**src/rtl/onchip_mem_arbiter.sv**
```systemverilog
// Two-master arbiter in front of a single-port on-chip RAM (registered address, unregistered q).
// One command per cycle, fixed 1-cycle read return and a saturating debug conflict counter.
module onchip_mem_arbiter #(
    parameter int ADDR_W     = 13,
    parameter int DATA_W     = 32,
    parameter int DEPTH      = 5000,
    parameter int FIXED_PRIO = 0
) (
    input  logic                  clk,
    input  logic                  reset,

    input  logic [ADDR_W-1:0]     m0_address,
    input  logic [DATA_W/8-1:0]   m0_byteenable,
    input  logic                  m0_read,
    input  logic                  m0_write,
    input  logic [DATA_W-1:0]     m0_writedata,
    output logic                  m0_waitrequest,
    output logic [DATA_W-1:0]     m0_readdata,
    output logic                  m0_readdatavalid,

    input  logic [ADDR_W-1:0]     m1_address,
    input  logic [DATA_W/8-1:0]   m1_byteenable,
    input  logic                  m1_read,
    input  logic                  m1_write,
    input  logic [DATA_W-1:0]     m1_writedata,
    output logic                  m1_waitrequest,
    output logic [DATA_W-1:0]     m1_readdata,
    output logic                  m1_readdatavalid,

    output logic [ADDR_W-1:0]     mem_address,
    output logic [DATA_W/8-1:0]   mem_byteenable,
    output logic                  mem_chipselect,
    output logic                  mem_write,
    output logic [DATA_W-1:0]     mem_writedata,
    output logic                  mem_clken,
    input  logic [DATA_W-1:0]     mem_readdata,

    output logic [15:0]           conflict_count
);

    localparam logic [ADDR_W:0] DEPTH_LIMIT = (ADDR_W+1)'(DEPTH);

    logic              req0;
    logic              req1;
    logic              grant0;
    logic              grant1;
    logic              grant_any;
    logic              last_grant;
    logic              sel_read;
    logic              sel_write;
    logic              in_range;
    logic              read_grant;
    logic              rd_pend;
    logic              rd_owner;
    logic              rd_oor;
    logic              ret_valid;
    logic [DATA_W-1:0] ret_data;

    assign req0 = m0_read | m0_write;
    assign req1 = m1_read | m1_write;

    // last_grant holds the index of the previously granted master; the other one wins a conflict.
    always_comb begin
        grant0 = 1'b0;
        grant1 = 1'b0;
        if (req0 && req1) begin
            if ((FIXED_PRIO != 0) || last_grant) begin
                grant0 = 1'b1;
            end else begin
                grant1 = 1'b1;
            end
        end else begin
            grant0 = req0;
            grant1 = req1;
        end
    end

    assign grant_any      = grant0 | grant1;
    assign m0_waitrequest = req0 & ~grant0;
    assign m1_waitrequest = req1 & ~grant1;

    // Without a grant the mux rests on master 0.
    assign mem_address    = grant1 ? m1_address    : m0_address;
    assign mem_byteenable = grant1 ? m1_byteenable : m0_byteenable;
    assign mem_writedata  = grant1 ? m1_writedata  : m0_writedata;
    assign sel_read       = grant1 ? m1_read       : m0_read;
    assign sel_write      = grant1 ? m1_write      : m0_write;

    assign in_range       = {1'b0, mem_address} < DEPTH_LIMIT;
    assign mem_chipselect = grant_any & in_range;
    assign mem_write      = grant_any & sel_write & in_range;
    assign mem_clken      = ~reset;

    // A simultaneous read+write is a write, so it never produces a read return.
    assign read_grant     = grant_any & sel_read & ~sel_write;

    always_ff @(posedge clk) begin
        if (reset) begin
            last_grant     <= 1'b1;
            rd_pend        <= 1'b0;
            rd_owner       <= 1'b0;
            rd_oor         <= 1'b0;
            conflict_count <= 16'd0;
        end else begin
            if (grant_any) begin
                last_grant <= grant1;
            end
            rd_pend  <= read_grant;
            rd_owner <= grant1;
            rd_oor   <= ~in_range;
            if (req0 && req1 && (conflict_count != 16'hFFFF)) begin
                conflict_count <= conflict_count + 16'd1;
            end
        end
    end

    // Returns are suppressed while reset is high so a pending read is never delivered across it.
    assign ret_valid        = rd_pend & ~reset;
    assign ret_data         = rd_oor ? '0 : mem_readdata;
    assign m0_readdatavalid = ret_valid & ~rd_owner;
    assign m1_readdatavalid = ret_valid &  rd_owner;
    assign m0_readdata      = m0_readdatavalid ? ret_data : '0;
    assign m1_readdata      = m1_readdatavalid ? ret_data : '0;

endmodule

```
**config.mk**
```make
export PLATFORM = sky130hd
export DESIGN_NAME = onchip_mem_arbiter
export DESIGN_NICKNAME = d
export VERILOG_FILES = /design/src/rtl/onchip_mem_arbiter.sv
export SDC_FILE = /design/constraint.sdc
export NUM_CORES = 1
export LEC_CHECK = 0
export ABC_AREA = 0
export CORE_AREA = 2 2 105 107
export DETAILED_ROUTE_END_ITERATION = 7
export DIE_AREA = 0 0 107 109
export PLACE_DENSITY = 0.67
export SYNTH_ARGS = -nofsm -noshare
export SYNTH_HDL_FRONTEND = slang
export SYNTH_SLANG_ARGS = --single-unit
```
**constraint.sdc**
```tcl
create_clock -name clk -period 2.8 [get_ports clk]
set_input_delay 0.28 -clock clk [delete_from_list [all_inputs] [get_ports clk]]
set_output_delay 0.28 -clock clk [all_outputs]
set_load 0.05 [all_outputs]
```
==> results.toml, run 1 <==
[outcome]
status = "completed"

[floorplan]
core-area_sq_mm = 0.01060
rows = 38
start_util = 0.2188
die_h_um = 109
ioPinCount = 272
die_w_um = 107
dieArea_sq_mm = 0.01166

[global_routing]
use_met2 = 0.3226
grt_pass1_wl_um = 15970
grt.met3_usage = 0.04603
grt_overflow_total = 0
grt_pass1_vias = 3116
grt_util_met1 = 0.1940
grt_max_degree = 34
antenna_found_initial = 0
grt.total_usage = 0.1703
busiest_layer = "met2"

[critical_path]
critPathTopFamily = "compound AO/OA/AOI/OAI gates"
arrival_ns = 2.25
cpPeakStageDelay_ns = 0.51
path_max_fanout = 11
crit_chain = "clkdlybuf4s50_1, o21ai_1, nand2_2, o221a_2, a211oi_1, buf_12"
endpoint_kind = "output pin"
critPathKind = "in -> out"
required_ns = 2.52
startpoint_type = "input pin"
path_buf_inv = 2
cp_slowest_cell = "clkdlybuf4s50_1"

[final_layout]
multiInputGateArea_sq_mm = 0.001810
area_delta_synth_final_pct = 140.1
antenna_cells = 0
drive_gt1_frac = 0.3427
nFillCells = 950
regArea_sq_um = 400.4
final_nets = 710

[clock_network]
numClockSinks = 20
post_cts_resized = 0
clkLatencyLatePin_ns = 0.26
clk_pin_slew_ns = 0.08
cts_root_buffer = "clkbuf_8"
clockBufferDepth = 2
postCtsHoldBufs = 0
post_cts_buffers = 0
cts_tree = "yes"
h-tree-depth = 1
numCtsBuffers = 3

[logic_synthesis]
ys_types = 49
synth-main-ff-cell = "dfxtp_1"
postSynthCellCount = 309
async_flop_share = 0
synth_seq_cells = 20
syn_area_sq_mm = 0.002320
ys_seq_area_frac = 0.1726
syn_area_per_cell_sq_um = 7.507
syn_nets = 446
synth-warning-count = 0
synth_edf_count = 0

[pwr]
ir_drop_v = 0.0001695
p_leak_nw = 2.368
powerDensity_mw_per_mm2 = 309.6
p_total_mw = 1.724

[detailed_routing]
num_vias = 3218
drc = 0
wire_per_inst_um = 15.28
drt_iter0_markers = 201
via_per_inst = 4.520
drtPass1Iterations = 4
wl_um = 10880
ant_nets = 0

[sta]
max_slew_margin = 0.4740
tightest_slew_ns = 0.7831
hold_viol_final = 0
rsz0062_at_grt = "no"
drv_slew = 0
tns_ns = 0
hold_ws_ns = 0.5596
fmax_ghz = 0.3959
fin_crit_ns = 2.526
setup_viol = 0
period_share = 0.9022
finalClockSkew_ns = 0.006354

[hold_path]
hold_path_class = "reg -> reg"

[place]
gp_congestion = 0.8267
dp_hpwl_um = 9472
portBuffers = 271

[run]
drv_cap = 0
## per-layer routing
metal,share of wire,vias to the layer above
li1,-,1582
met1,0.37,1461
met2,0.52,167
met3,0.093,8
met4,0.0090,0
met5,0,-
## metrics by stage
stage | setup WS [ns] | instance area (sq um) | cells | utilization
finish | 0.2738 | 5569 | 712 | 0.5253
global route | 0.1916 | 5569 | 712 | 0.5253
CTS | 0.2742 | 5569 | 712 | 0.5253
detailed placement | 0.2803 | 5514 | 708 | 0.5201
global placement | 0.3264 | 5514 | 708 | 0.5201
floorplan | 0.1465 | 2320 | 309 | -
## state kept, by name, indices dropped and copies added (netlist names)
signal	cells
rd_oor	1
rd_owner	1
conflict_count	16
rd_pend	1
last_grant	1
## layout by cell type, fill, tap and decap left out, types with 5 or more instances in the layout
cell and instances:
buf_12 51, a21oi_1 10, nor2b_1 11, o21ai_0 5, mux2_1 8, mux2_2 48
nand2b_1 33, nand3_1 7, clkdlybuf4s50_1 152, dfxtp_1 20, nand2_1 11, nor2_1 80
buf_4 75
## cell usage after synthesis, types with 3 or more instances
cell	number	area share
nor3_1	4	0.0086
or2_2	3	0.0081
mux2_1	8	0.039
and2_1	4	0.011
a21oi_1	10	0.022
mux2_2	48	0.23
buf_2	5	0.011
inv_1	4	0.0065
nand3_1	7	0.015
clkbuf_1	12	0.019
dfxtp_1	20	0.17
nand2b_1	33	0.089
and3_1	4	0.011
nor2b_1	11	0.030
o21ai_0	5	0.011
nor2_1	80	0.13
nand2_1	12	0.019
## power breakdown
group / leakage, nW / switching, mW / internal, mW
Combinational: 2.18 / 0.585 / 0.603
Clock: 0.0288 / 0.0996 / 0.125
Sequential: 0.162 / 0.0183 / 0.293
Total: 2.37 / 0.703 / 1.02
## logic make-up after synthesis
logic type,share of synthesized area
and+or+nand+nor,0.3840
AOI/OAI and AO/OA,0.1009
buffers and inverters,0.04800
adders and majority gates,0.005393
DFF,0.1726
muxes,0.2891
## final cells by class
type	instances	area share
Tap cell	140	0.03145
Inverter	6	0.004044
Multi-Input combinational cell	264	0.3251
Timing Repair Buffer	278	0.5576
Clock buffer	4	0.009885
Sequential cell	20	0.07189
## final timing paths
kind | startpoint | endpoint | slack, ns | cells after the start
worst max-delay path | m0_write | mem_write | 0.27 | 6
worst max register to register | conflict_count[7]$_SDFFE_PP0P_ | conflict_count[9]$_SDFFE_PP0P_ | 0.65 | 4
worst min-delay path | conflict_count[12]$_SDFFE_PP0P_ | conflict_count[12]$_SDFFE_PP0P_ | 0.56 | 2
worst min register to register | conflict_count[12]$_SDFFE_PP0P_ | conflict_count[12]$_SDFFE_PP0P_ | 0.56 | 2
## worst min-delay path, stage by stage, from the launching register on
cell     delay, ns
dfxtp_1       0.34
nand2_1       0.07
o311a_1       0.13
No activity file was read; power rests on OpenSTA's default activity.
==> run 2: changes to the inputs <==
- TNS_END_PERCENT: default -> 20
==> results of run 2 <==
Final layout, timing and power as in run 1 (identical DEF).
